[src/rtl/tuart_cmd_decode.sv]
// SUMP-style command decoder: turns UART command words into LogIP config registers,
// control pulses and a 4-byte ID reply. Optional XON/XOFF gating via TUART_CMD_XONOFF_EN.
module tuart_cmd_decode #(
    parameter int unsigned DATA_BITS       = 8,
    parameter int unsigned CMD_WIDTH_WORDS = 5,
    parameter int unsigned NUM_STAGES      = 4,
    parameter logic [31:0] ID_WORD         = "1ALS"
) (
    input  logic                               clk_i,
    input  logic                               rst_in,
    input  logic [DATA_BITS*CMD_WIDTH_WORDS-1:0] cmd_i,
    input  logic                               cmd_stb_i,
    output logic                               soft_rst_o,
    output logic                               arm_o,
    output logic [NUM_STAGES*32-1:0]           stg_mask_o,
    output logic [NUM_STAGES*32-1:0]           stg_val_o,
    output logic [NUM_STAGES*32-1:0]           stg_cfg_o,
    output logic [23:0]                        div_o,
    output logic [15:0]                        read_cnt_o,
    output logic [15:0]                        delay_cnt_o,
    output logic [7:0]                         flags_o,
    output logic [DATA_BITS-1:0]               tx_data_o,
    output logic                               tx_stb_o,
    input  logic                               tx_busy_i
`ifdef TUART_CMD_XONOFF_EN
    ,
    output logic                               xoff_o
`endif
);

    localparam int unsigned STG_W = NUM_STAGES * 32;

    typedef enum logic [1:0] {
        IDLE = 2'd0,
        SEND = 2'd1,
        GAP  = 2'd2
    } state_e;

    state_e               state_q, state_d;
    logic [1:0]           idx_q, idx_d;
    logic                 soft_rst_q, soft_rst_d;
    logic                 arm_q, arm_d;
    logic [STG_W-1:0]     stg_mask_q, stg_mask_d;
    logic [STG_W-1:0]     stg_val_q, stg_val_d;
    logic [STG_W-1:0]     stg_cfg_q, stg_cfg_d;
    logic [23:0]          div_q, div_d;
    logic [15:0]          read_cnt_q, read_cnt_d;
    logic [15:0]          delay_cnt_q, delay_cnt_d;
    logic [7:0]           flags_q, flags_d;
    logic [DATA_BITS-1:0] tx_data_q, tx_data_d;
    logic                 tx_stb_q, tx_stb_d;
    logic                 xoff_q, xoff_d;

    logic [7:0]           op_c;
    logic [31:0]          pay_c;
    logic [7:0]           id_byte_c;
    logic                 xoff_hold_c;

    assign op_c  = cmd_i[7:0];
    assign pay_c = cmd_i[39:8];

`ifdef TUART_CMD_XONOFF_EN
    assign xoff_hold_c = xoff_q;
    assign xoff_o      = xoff_q;
`else
    assign xoff_hold_c = 1'b0;
`endif

    // Signature goes out MSB byte first
    always_comb begin
        case (idx_q)
            2'd0:    id_byte_c = ID_WORD[31:24];
            2'd1:    id_byte_c = ID_WORD[23:16];
            2'd2:    id_byte_c = ID_WORD[15:8];
            default: id_byte_c = ID_WORD[7:0];
        endcase
    end

    always_ff @(posedge clk_i or negedge rst_in) begin
        if (!rst_in) begin
            state_q     <= IDLE;
            idx_q       <= 2'd0;
            soft_rst_q  <= 1'b0;
            arm_q       <= 1'b0;
            stg_mask_q  <= '0;
            stg_val_q   <= '0;
            stg_cfg_q   <= '0;
            div_q       <= 24'd0;
            read_cnt_q  <= 16'd0;
            delay_cnt_q <= 16'd0;
            flags_q     <= 8'd0;
            tx_data_q   <= '0;
            tx_stb_q    <= 1'b0;
            xoff_q      <= 1'b0;
        end else begin
            state_q     <= state_d;
            idx_q       <= idx_d;
            soft_rst_q  <= soft_rst_d;
            arm_q       <= arm_d;
            stg_mask_q  <= stg_mask_d;
            stg_val_q   <= stg_val_d;
            stg_cfg_q   <= stg_cfg_d;
            div_q       <= div_d;
            read_cnt_q  <= read_cnt_d;
            delay_cnt_q <= delay_cnt_d;
            flags_q     <= flags_d;
            tx_data_q   <= tx_data_d;
            tx_stb_q    <= tx_stb_d;
            xoff_q      <= xoff_d;
        end
    end

    always_comb begin
        state_d     = state_q;
        idx_d       = idx_q;
        soft_rst_d  = 1'b0;
        arm_d       = 1'b0;
        stg_mask_d  = stg_mask_q;
        stg_val_d   = stg_val_q;
        stg_cfg_d   = stg_cfg_q;
        div_d       = div_q;
        read_cnt_d  = read_cnt_q;
        delay_cnt_d = delay_cnt_q;
        flags_d     = flags_q;
        tx_data_d   = tx_data_q;
        tx_stb_d    = 1'b0;
        xoff_d      = xoff_q;

        // ID reply sequencer; GAP gives the transmitter a cycle to raise busy
        case (state_q)
            IDLE: ;
            SEND: begin
                if (!tx_busy_i && !xoff_hold_c) begin
                    tx_stb_d  = 1'b1;
                    tx_data_d = DATA_BITS'(id_byte_c);
                    state_d   = GAP;
                end
            end
            GAP: begin
                if (idx_q == 2'd3) begin
                    idx_d   = 2'd0;
                    state_d = IDLE;
                end else begin
                    idx_d   = idx_q + 2'd1;
                    state_d = SEND;
                end
            end
            default: begin
                idx_d   = 2'd0;
                state_d = IDLE;
            end
        endcase

        if (cmd_stb_i) begin
            if (!op_c[7]) begin
                case (op_c[6:0])
                    7'h00: begin
                        soft_rst_d  = 1'b1;
                        stg_mask_d  = '0;
                        stg_val_d   = '0;
                        stg_cfg_d   = '0;
                        div_d       = 24'd0;
                        read_cnt_d  = 16'd0;
                        delay_cnt_d = 16'd0;
                        flags_d     = 8'd0;
                        xoff_d      = 1'b0;
                        tx_stb_d    = 1'b0;
                        idx_d       = 2'd0;
                        state_d     = IDLE;
                    end
                    7'h01: arm_d = 1'b1;
                    7'h02: begin
                        if (state_q == IDLE) begin
                            idx_d   = 2'd0;
                            state_d = SEND;
                        end
                    end
`ifdef TUART_CMD_XONOFF_EN
                    7'h11: xoff_d = 1'b0;
                    7'h13: xoff_d = 1'b1;
`endif
                    default: ;
                endcase
            end else if (op_c[6:4] == 3'b100) begin
                // Stage writes: s = op[3:2], k = op[1:0]; k=3 and absent stages fall through
                for (int unsigned j = 0; j < NUM_STAGES; j++) begin
                    if (op_c[3:2] == 2'(j)) begin
                        case (op_c[1:0])
                            2'd0:    stg_mask_d[32*j +: 32] = pay_c;
                            2'd1:    stg_val_d[32*j +: 32]  = pay_c;
                            2'd2:    stg_cfg_d[32*j +: 32]  = pay_c;
                            default: ;
                        endcase
                    end
                end
            end else begin
                case (op_c[6:0])
                    7'h00: div_d = pay_c[23:0];
                    7'h01: begin
                        read_cnt_d  = pay_c[15:0];
                        delay_cnt_d = pay_c[31:16];
                    end
                    7'h02: flags_d = pay_c[7:0];
                    default: ;
                endcase
            end
        end
    end

    assign soft_rst_o  = soft_rst_q;
    assign arm_o       = arm_q;
    assign stg_mask_o  = stg_mask_q;
    assign stg_val_o   = stg_val_q;
    assign stg_cfg_o   = stg_cfg_q;
    assign div_o       = div_q;
    assign read_cnt_o  = read_cnt_q;
    assign delay_cnt_o = delay_cnt_q;
    assign flags_o     = flags_q;
    assign tx_data_o   = tx_data_q;
    assign tx_stb_o    = tx_stb_q;

endmodule

[config.mk]
export PLATFORM = sky130hd
export DESIGN_NAME = tuart_cmd_decode
export DESIGN_NICKNAME = d
export VERILOG_FILES = /design/src/rtl/tuart_cmd_decode.sv
export SDC_FILE = /design/constraint.sdc
export NUM_CORES = 1
export LEC_CHECK = 0
export BUFFER_PORTS_ARGS = -buffer_cell sky130_fd_sc_hd__buf_2
export CAP_MARGIN = 20
export CORE_ASPECT_RATIO = 0.7
export CORE_MARGIN = 5
export CORE_UTILIZATION = 43
export CTS_CLUSTER_SIZE = 16
export DETAILED_ROUTE_END_ITERATION = 7
export PLACE_DENSITY = 0.69
export REMOVE_ABC_BUFFERS = 1
export SYNTH_ARGS = -nofsm -noshare
export SYNTH_HDL_FRONTEND = slang
export SYNTH_SLANG_ARGS = --single-unit
[constraint.sdc]
create_clock -name clk_i -period 2.5 [get_ports clk_i]
set_clock_uncertainty 0.1 [all_clocks]
set_input_delay 0.125 -clock clk_i [delete_from_list [all_inputs] [get_ports clk_i]]
set_output_delay 0.125 -clock clk_i [all_outputs]
set_load 0.1 [all_outputs]
==> impl_metrics.py, run 1 <==
metrics = {
    "layout": {
        "final_cells": 2338,
        "area_delta_synth_final_pct": 30.6,
        "drive_above_1_share": 0.420,
        "diodes": 0,
        "nets": 1823,
    },
    "global_routing": {
        "antenna_found_initial": 3,
        "grt_max_degree": 74,
        "track_usage": 0.262,
        "grt_pass1_wl_mm": 89.3,
        "grt_pass1_vias": 13600,
        "grt-ovfl-total": 0,
    },
    "critical_path": {
        "rr_worst_depth": 3,
        "critical_path_class": "in2reg",
        "crit_path_max_incr_delay_ns": 0.56,
        "cp_max_fo": 31,
        "path_buf_inv": 3,
        "slowest_stage": "or4b_1",
        "critPathLaunchType": "primary input",
        "cp.depth": 7,
        "crit_chain": "dlygate4sd3_1, buf_2, or4b_1, nor2_1, and4b_2, buf_12, a22o_1",
        "cp.required_ns": 2.87,
        "path_delay_family": "simple AND/OR/NAND/NOR gates",
        "cp-end-kind": "register",
        "worstPathArrival_ns": 2.63,
    },
    "pwr": {
        "p_leak_nw": 12.5,
        "ir_drop_mv": 0.594,
        "p_per_area_mw_per_mm2": 862,
    },
    "route": {
        "drc": 0,
        "drt_iter0_markers": 1050,
        "postRouteAntennaNets": 0,
        "routed_wirelength_mm": 60.4,
        "num_vias": 13300,
        "dr.pass1.iters": 5,
        "avgViaCountPerCell": 5.68,
        "wl_per_cell_um": 25.8,
    },
    "sta": {
        "fin_hold_ws_ns": 0.0705,
        "finalHoldViolations": 0,
        "finalCritPeriodShare": 0.902,
        "drv_slew": 0,
        "max_freq_mhz": 444,
        "relSlewSlack": 0.367,
        "timing.final.crit_period_ns": 2.25,
        "tightest_slew_ns": 0.947,
        "finalSetupViolCount": 0,
        "rsz0062_at_grt": "no",
    },
    "clock_tree": {
        "clockBufferDepth": 3,
        "cts_root_buf": "clkbuf_16",
        "clk_latency_ns": 0.54,
        "cts.sinks": 461,
        "cts_resized": 0,
        "clkTransAtPathRegs_ns": 0.06,
        "numCtsBuffers": 44,
        "cts.htree.levels": 2,
        "post_cts_buffers": 0,
        "cts_tree": "done",
    },
    "synthesis": {
        "synthCells": 1257,
        "synth_ff_type": "dfrtp_1",
        "ys_warn_count": 0,
        "synth_top_family_by_area": "compound AO/OA/AOI/OAI gates",
        "synth-xor-area-share": 0.00101,
        "ys_seq_area_frac": 0.663,
        "synth.distinct_cells": 49,
        "syn_avg_cell_area_um2": 13.8,
        "synthArstFlopShare": 1.00,
        "synth_compound_area_frac": 0.156,
        "synth_edf_count": 0,
        "synth_simple_gate_area_share": 0.0517,
        "synth_fa_ha_area_frac": 0.00360,
        "synthMuxAreaShare": 0.0907,
        "ys_ff_latch": 461,
        "netlist_area_mm2": 0.0174,
    },
    "floorplan": {
        "io_pins": 503,
        "dieWidth_um": 250,
        "dieArea_mm2": 0.0446,
        "rows": 61,
        "start_util": 0.436,
        "coreArea_mm2": 0.0398,
        "dieHeight_um": 178,
    },
    "placement": {
        "port_buffers": 501,
        "place.gp.congestion": 0.823,
        "dp.cells": 2223,
        "place_hpwl_mm": 41.6,
    },
    "flow_run": {
        "cap_violations": 0,
    },
    "min_path": {
        "worstHoldPathType": "in2async",
    },
    "outcome": {
        "status": "finished clean",
    },
}
==> cells in the final DEF (no fill, tap or decap), types with 10 or more instances in the layout <==
master / instances
mux2_1: 10
buf_4: 29
and2_1: 32
a22o_1: 256
buf_2: 499
clkbuf_1: 14
buf_12: 25
dfrtp_1: 461
nand2_1: 103
o21ai_0: 69
mux2_4: 30
mux2_2: 90
clkbuf_16: 45
dlygate4sd3_1: 40
==> repair_timing <==
action                     CTS  global route
setup endpoints to repair    0             0
hold endpoints to repair   377             0
hold buffers                40             0
==> per-layer routing <==
layer  global-route usage  wire, µm  share of wire  vias up
met5                    0        39        0.00065        -
met2                0.417     28000           0.46      687
met1                0.357     25100           0.42     6884
li1                     -         -              -     5564
met4               0.0866      2100          0.035        6
met3               0.0668      5140          0.085      133
==> cells in the mapped netlist (all sizes together), types with 2 or more instances <==
library cell / n / area share
mux2: 130 / 0.091
nor4b: 2 / 0.0014
nand4: 4 / 0.0014
ha: 5 / 0.0036
nand2: 103 / 0.022
inv: 7 / 0.0015
nand3: 4 / 0.0012
and3: 5 / 0.0018
and2: 32 / 0.012
nor3b: 2 / 0.00086
buf: 50 / 0.016
o21ai: 76 / 0.022
nor3: 3 / 0.00086
clkbuf: 74 / 0.016
nand2b: 3 / 0.0011
o32ai: 2 / 0.0010
nor2: 14 / 0.0032
dfrtp: 461 / 0.66
a22o: 256 / 0.13
nor2b: 3 / 0.0011
==> worst register-to-register path: stages, from the launching register on <==
cell and delay [ns]:
dfrtp_1 0.39, inv_1 0.08, or3_1 0.54, mux2_2 0.34
==> worst paths after layout <==
path	slack, ns	endpoint	from
max	0.25	stg_mask_o[79]$_DFFE_PN0P_	cmd_i[5]
min	0.07	stg_cfg_o[18]$_DFFE_PN0P_	rst_in
max in group asynchronous	1.31	stg_cfg_o[69]$_DFFE_PN0P_	rst_in
max reg2reg	0.93	tx_data_o[5]$_DFFE_PN0P_	state_q[0]$_DFF_PN0_
min reg2reg	0.38	tx_data_o[4]$_DFFE_PN0P_	tx_data_o[4]$_DFFE_PN0P_
min in group clk_i	0.13	tx_stb_o$_DFF_PN0_	cmd_i[4]
==> sequential cells by signal, summed over array words and instances (netlist names) <==
name and flops:
state_q 2, read_cnt_o 16, idx_q 2, stg_val_o 128, tx_data_o 6, tx_stb_o 1
div_o 24, stg_cfg_o 128, delay_cnt_o 16, flags_o 8, soft_rst_o 1, stg_mask_o 128
arm_o 1
==> power by group <==
| part | switching [mW] | leakage [nW] | total [mW] | internal, mW |
|---|---|---|---|---|
| clock | 2.83 | 0.674 | 6.55 | 3.72 |
| combinational | 4.07 | 5.48 | 4.83 | 0.758 |
| sequential | 0.285 | 6.35 | 8.19 | 7.90 |
| total | 7.18 | 12.5 | 19.6 | 12.4 |
==> cell type report <==
type,instances,area (µm²)
inverters,7,26.3
clock inverters,9,105
multi-input cells,665,5430
well taps,535,669
repair buffers,595,3660
flip-flops and latches,461,11500
clock buffers,66,1270
fillers,3255,17100
==> cells by family after synthesis <==
logic type	Yosys count
flops	461
compound gates	343
simple gates	184
buf+inv	131
mux	130
fa+ha+maj	5
xor+xnor	2
other cells	1
==> stage by stage <==
stage,util,power (mW),TNS (ns),area (µm²),setup slack [ns]
floorplan,-,12.0,-10.57,16800,-0.426
global placement,0.523,13.1,0,20900,0.207
detailed placement,0.525,13.1,0,20900,0.245
CTS,0.570,19.7,0,22700,0.286
global route,0.570,20.2,0,22700,0.211
finish,0.570,19.6,0,22700,0.246
Power figures use the tool's default switching activity.
==> run 2, diff against run 1 <==
--- a/config.mk
+++ b/config.mk
@@ -14,6 +14,7 @@
 export DETAILED_ROUTE_END_ITERATION = 7
 export PLACE_DENSITY = 0.69
 export REMOVE_ABC_BUFFERS = 1
+export SETUP_SLACK_MARGIN = 0.4
 export SYNTH_ARGS = -nofsm -noshare
 export SYNTH_HDL_FRONTEND = slang
 export SYNTH_SLANG_ARGS = --single-unit
==> constraint.sdc (replaced) <==
create_clock -name clk_i -period 2.5 [get_ports clk_i]
set_clock_uncertainty 0.1 [all_clocks]
set_input_delay 0.25 -clock clk_i [delete_from_list [all_inputs] [get_ports clk_i]]
set_output_delay 0.25 -clock clk_i [all_outputs]
set_load 0.1 [all_outputs]
==> run 2 against run 1 <==
  * Fmax increased by 12%
  * Largest power group unchanged
  * Power increased by 1.4%
  * Final area increased by 0.49%
  * Register-to-register slack got worse by 0.03 ns
  * Sequential cell count unchanged
  * Die area unchanged
  * Critical path type unchanged
  * Combinational power about the same
  * Worst hold slack improved by 0.055 ns
  * Critical path depth decreased by 1
  * Wire length decreased by 0.10%
==> impl_metrics.py, run 2 (synthesis results as in run 1) <==
metrics = {
    "pwr": {
        "p_leak_nw": 12.6,
        "switching_share": 0.364,
        "p_per_area_mw_per_mm2": 869,
        "p_comb_frac": 0.243,
        "internal_power_mw": 12.6,
        "sequentialPowerShare": 0.413,
        "total_power_mw": 19.8,
        "power.net_switching_mw": 7.22,
        "clkPwrFrac": 0.344,
        "ir_drop_mv": 0.703,
    },
    "layout": {
        "drive_above_1_share": 0.427,
        "nFillCells": 3287,
        "diodes": 0,
        "final_cell_mix": "499 x buf_2, 461 x dfrtp_1, 256 x a22o_1",
        "final_area_mm2": 0.0228,
        "final_util": 0.573,
        "final_common_cell": "buf_2",
        "nets": 1827,
        "area_delta_synth_final_pct": 31.2,
    },
    "clock_tree": {
        "clkTransAtPathRegs_ns": 0.06,
        "clk_latency_ns": 0.56,
        "cts_tree": "done",
        "clockBufferDepth": 3,
        "post_cts_buffers": 0,
        "cts_resized": 0,
        "cts.htree.levels": 2,
        "numCtsBuffers": 45,
        "cts.sinks": 461,
        "cts_root_buf": "clkbuf_16",
    },
    "min_path": {
        "worstHoldPathType": "in2reg",
    },
    "global_routing": {
        "grt_pass1_wl_mm": 89.7,
        "track_usage": 0.262,
        "grt-ovfl-total": 0,
        "grt_pass1_vias": 13600,
        "antenna_found_initial": 0,
        "grt_max_degree": 80,
    },
    "floorplan": {
        "dieHeight_um": 178,
        "coreArea_mm2": 0.0398,
        "dieArea_mm2": 0.0446,
        "io_pins": 503,
        "dieWidth_um": 250,
        "rows": 61,
        "start_util": 0.436,
    },
    "critical_path": {
        "crit_path_max_incr_delay_ns": 0.83,
        "worstPathArrival_ns": 2.39,
        "path_buf_inv": 3,
        "cp-end-kind": "register",
        "critPathLaunchType": "primary input",
        "slowest_stage": "o21ai_4",
        "path_delay_family": "compound AO/OA/AOI/OAI gates",
        "cp_max_fo": 32,
        "cp.required_ns": 2.87,
        "critical_path_class": "in2reg",
        "crit_chain": "buf_2, inv_1, and3_1, buf_4, o21ai_4, a22o_1",
    },
    "sta": {
        "finalSetupTns_ns": 0,
        "finalHoldViolations": 0,
        "relSlewSlack": 0.264,
        "tightest_slew_ns": 1.10,
        "finalSetupViolCount": 0,
        "finalCritPeriodShare": 0.805,
        "max_freq_mhz": 497,
        "timing.final.crit_period_ns": 2.01,
        "rsz0062_at_grt": "no",
        "drv_slew": 0,
    },
    "placement": {
        "placedInstanceArea_mm2": 0.0209,
        "port_buffers": 501,
        "place_hpwl_mm": 41.2,
        "place.gp.congestion": 0.837,
    },
    "route": {
        "wl_per_cell_um": 25.7,
        "num_vias": 13300,
        "postRouteAntennaNets": 0,
        "dr.pass1.iters": 5,
        "drc": 0,
        "routed_wirelength_mm": 60.3,
        "drt_iter0_markers": 987,
        "avgViaCountPerCell": 5.68,
    },
    "outcome": {
        "status": "finished clean",
    },
    "flow_run": {
        "cap_violations": 0,
    },
}
[run 2: cell count changes in the layout (fill, tap and decap cells not counted), moves of 2 or more]
| cell | previous run | this run |
|---|---|---|
| clkbuf_16 | 45 | 47 |
| clkbuf_8 | 7 | 13 |
| dlygate4sd3_1 | 40 | 36 |
| inv_6 | 0 | 2 |
| buf_12 | 25 | 22 |
| buf_4 | 29 | 38 |
[run 2: power groups by stage]
stage	registers, mW	logic, mW	clock network (mW)
after detailed placement	8.30	4.80	0
after global placement	8.29	4.76	0
final	8.19	4.83	6.83
after global routing	8.23	4.99	7.26
after CTS	8.18	4.85	6.93
after floorplan	11.4	0.567	0
[run 2: final timing paths]
check | from | end | slack [ns] | cells past startpoint
min in group asynchronous | rst_in | stg_mask_o[15]$_DFFE_PN0P_ | 0.22 | 2
worst min-delay path | cmd_i[1] | idx_q[0]$_DFF_PN0_ | 0.13 | 3
worst max register to register | state_q[0]$_DFF_PN0_ | tx_data_o[5]$_DFFE_PN0P_ | 0.90 | 3
max in group asynchronous | rst_in | stg_cfg_o[56]$_DFFE_PN0P_ | 1.20 | 3
worst min register to register | delay_cnt_o[4]$_DFFE_PN0P_ | delay_cnt_o[4]$_DFFE_PN0P_ | 0.37 | 2
worst max-delay path | cmd_i[0] | stg_mask_o[82]$_DFFE_PN0P_ | 0.49 | 6
[run 2: what timing repair did]
item | in CTS | in global routing
setup endpoints to repair | 0 | 10
hold endpoints to repair | 175 | 0
hold buffers | 36 | 0
[run 2: area by class of cell]
type | count | area, µm² | share of cell area
Clock buffer | 73 | 1400 | 0.0615
Sequential cell | 461 | 11500 | 0.506
Tap cell | 535 | 669 | 0.0293
Timing Repair Buffer | 598 | 3650 | 0.160
Clock inverter | 10 | 92.6 | 0.00406
Inverter | 7 | 26.3 | 0.00115
Multi-Input combinational cell | 665 | 5430 | 0.238
[run 2: through the flow]
stage                     instances  hold WS (ns)  setup WS (ns)
after floorplan                1133        -0.146         -0.551
after global placement         2228         0.214        -0.0151
after detailed placement       2229         0.221        -0.0357
after CTS                      2348        0.0860          0.537
after global routing           2349         0.176          0.410
final                          2349         0.125          0.487
[run 2: worst register-to-register path, stage by stage, from the launching register on]
cell and delay (ns):
dfrtp_1 0.40, inv_1 0.09, or3_1 0.55, mux2_2 0.34
[run 2: routing by layer]
metal,up-vias,global-route usage,wire [µm]
met5,-,0,0
met4,0,0.0868,2000
met3,140,0.0708,5770
met2,735,0.416,28000
met1,6876,0.356,24600
li1,5593,-,-
==> run 3, diff against run 2 <==
--- a/config.mk
+++ b/config.mk
@@ -12,7 +12,7 @@
 export CORE_UTILIZATION = 43
 export CTS_CLUSTER_SIZE = 16
 export DETAILED_ROUTE_END_ITERATION = 7
-export PLACE_DENSITY = 0.69
+export PLACE_DENSITY = 0.72
 export REMOVE_ABC_BUFFERS = 1
 export SETUP_SLACK_MARGIN = 0.4
 export SYNTH_ARGS = -nofsm -noshare
==> constraint.sdc (replaced) <==
create_clock -name clk_i -period 1.62 [get_ports clk_i]
set_clock_uncertainty 0.1 [all_clocks]
set_input_delay 0.162 -clock clk_i [delete_from_list [all_inputs] [get_ports clk_i]]
set_output_delay 0.162 -clock clk_i [all_outputs]
set_load 0.1 [all_outputs]
==> run 3 against run 2 <==
  * Register-to-register slack got worse by 0.76 ns
  * Worst hold slack got worse by 0.11 ns
  * Critical path depth rose by 1
  * Die area did not move
  * Non-clock buffer count rose by 231
  * Power rose by 70%
  * Worst setup slack got worse by 0.39 ns
  * Sequential share of layout area fell by 13 points
  * First-iteration DRC count rose by 68%
  * Final area rose by 34%
  * Utilization rose by 19 points
  * Critical endpoint is now stg_cfg_o[94]$_DFFE_PN0P_
  * Clock-buffer cell count fell by 9
==> impl_metrics.py, run 3 (synthesis results as in run 1) <==
metrics = {
    "outcome": {
        "status": "finished clean",
    },
    "critical_path": {
        "reg2reg_to": "tx_data_o[3]$_DFFE_PN0P_",
        "critPathLaunchType": "primary input",
        "worstReg2RegStart": "state_q[0]$_DFF_PN0_",
        "cp.required_ns": 1.94,
        "cp-end-kind": "register",
        "cp_max_fo": 14,
        "critical_path_class": "in2reg",
        "reg2reg_setup_slack_ns": 0.14,
        "worstPathArrival_ns": 1.84,
        "rr_worst_depth": 3,
    },
    "route": {
        "dr.pass1.iters": 5,
        "wl_per_cell_um": 32.5,
        "postRouteAntennaNets": 0,
        "drt_iter0_markers": 1658,
        "routed_wirelength_mm": 83.8,
        "avgViaCountPerCell": 6.16,
        "num_vias": 15900,
        "drc": 0,
    },
    "sta": {
        "relSlewSlack": 0.559,
        "finalCritPeriodShare": 0.941,
        "finalSetupViolCount": 0,
        "max_freq_mhz": 656,
        "finalHoldViolations": 0,
        "timing.final.crit_period_ns": 1.52,
        "rsz0062_at_grt": "yes",
        "fin_hold_ws_ns": 0.0195,
        "tightest_slew_ns": 0.662,
        "fin_ws_ns": 0.0961,
        "finalSetupTns_ns": 0,
        "drv_slew": 0,
    },
    "placement": {
        "pre_cts_ws_ns": -0.520,
        "place_hpwl_mm": 42.2,
        "port_buffers": 501,
        "dp.cells": 2299,
        "place.gp.congestion": 0.886,
    },
    "min_path": {
        "whs_endpoint": "arm_o$_DFF_PN0_",
        "worstHoldPathType": "in2reg",
        "hold_path.startpoint": "cmd_i[4]",
        "hold_path_depth": 5,
    },
    "flow_run": {
        "cap_violations": 0,
    },
    "floorplan": {
        "coreArea_mm2": 0.0398,
        "start_util": 0.436,
        "dieArea_mm2": 0.0446,
        "rows": 61,
        "dieHeight_um": 178,
        "io_pins": 503,
        "dieWidth_um": 250,
    },
    "layout": {
        "regArea_mm2": 0.0116,
        "multi_input_area_mm2": 0.00553,
        "nets": 2057,
        "nFillCells": 1960,
        "area_delta_synth_final_pct": 75.6,
        "final_cell_mix": "447 x dfrtp_1, 370 x buf_12, 306 x buf_4",
        "drive_above_1_share": 0.507,
        "final_common_cell": "dfrtp_1",
        "final_cells": 2577,
    },
    "clock_tree": {
        "cts.htree.levels": 2,
        "cts_root_buf": "clkbuf_16",
        "cts_tree": "done",
        "cts_hold_buf": 36,
        "clkTransAtPathRegs_ns": 0.07,
        "cts.sinks": 461,
        "clockBufferDepth": 3,
        "numCtsBuffers": 43,
        "clk_latency_ns": 0.55,
    },
    "pwr": {
        "p_leak_nw": 14.9,
        "p_per_area_mw_per_mm2": 1100,
        "ir_drop_mv": 1.69,
        "total_power_mw": 33.7,
    },
    "global_routing": {
        "grt_max_degree": 96,
        "grt_pass1_wl_mm": 103,
        "grt_pass1_vias": 15600,
        "track_usage": 0.302,
        "grt-ovfl-total": 0,
        "antenna_found_initial": 3,
    },
}
## run 3: cell count changes in the layout (fill, tap and decap cells not counted), moves of 3 or more
cell	previous run	this run
buf_4	38	306
dfrtp_2	0	14
diode_2	0	3
dfrtp_1	461	447
buf_12	22	370
clkbuf_1	13	8
buf_2	499	37
and2_2	0	3
and2_1	32	29
buf_8	1	7
clkbuf_16	47	53
buf_6	0	64
## run 3: worst max-delay path by stage
stage	start	to
final	cmd_i[1]	stg_cfg_o[94]$_DFFE_PN0P_
after global routing	stg_cfg_o[65]$_DFFE_PN0P_	stg_cfg_o[65]
after CTS	stg_mask_o[83]$_DFFE_PN0P_	stg_mask_o[83]
after detailed placement	cmd_i[0]	stg_cfg_o[124]$_DFFE_PN0P_
after global placement	cmd_i[0]	stg_cfg_o[122]$_DFFE_PN0P_
after floorplan	cmd_i[6]	stg_cfg_o[31]$_DFFE_PN0P_
## run 3: power breakdown
part	internal [mW]	leakage [nW]	switching, mW
Clock	6.08	0.714	4.71
Combinational	3.17	7.88	6.69
Sequential	12.2	6.32	0.834
## run 3: area by class of cell
| class | instances | share of cell area |
|---|---|---|
| Antenna cell | 3 | 0.000246 |
| Tap cell | 535 | 0.0219 |
| Sequential cell | 461 | 0.378 |
| Timing Repair Buffer | 829 | 0.370 |
| Clock buffer | 64 | 0.0428 |
| Inverter | 7 | 0.000860 |
| Multi-Input combinational cell | 666 | 0.181 |
| Clock inverter | 12 | 0.00483 |
## run 3: timing repair
item,in CTS,in global routing
endpoints found under the setup margin,845,899
setup buffers,68,84
cloned,0,11
pin swaps,1,25
hold endpoints to repair,581,1
resized for setup,978,539
## run 3: critical path: stages
cell	delay [ns]
buf_2	0.12
buf_4	0.14
buf_4	0.19
nand4b_1	0.25
o32a_2	0.44
buf_12	0.20
mux2_2	0.32
## run 3: per-stage QoR
stage | cell area [µm²] | utilization
CTS | 27500 | 0.689
detailed placement | 21900 | 0.549
global route | 30500 | 0.767
floorplan | 16800 | -
finish | 30500 | 0.767
global placement | 21900 | 0.549
## run 3: routing by layer
layer | routed length, µm | GRT usage | up-vias
li1 | - | - | 6021
met1 | 29300 | 0.383 | 8069
met2 | 39400 | 0.504 | 1409
met3 | 9860 | 0.0851 | 375
met4 | 5250 | 0.104 | 0
met5 | 0 | 0 | -
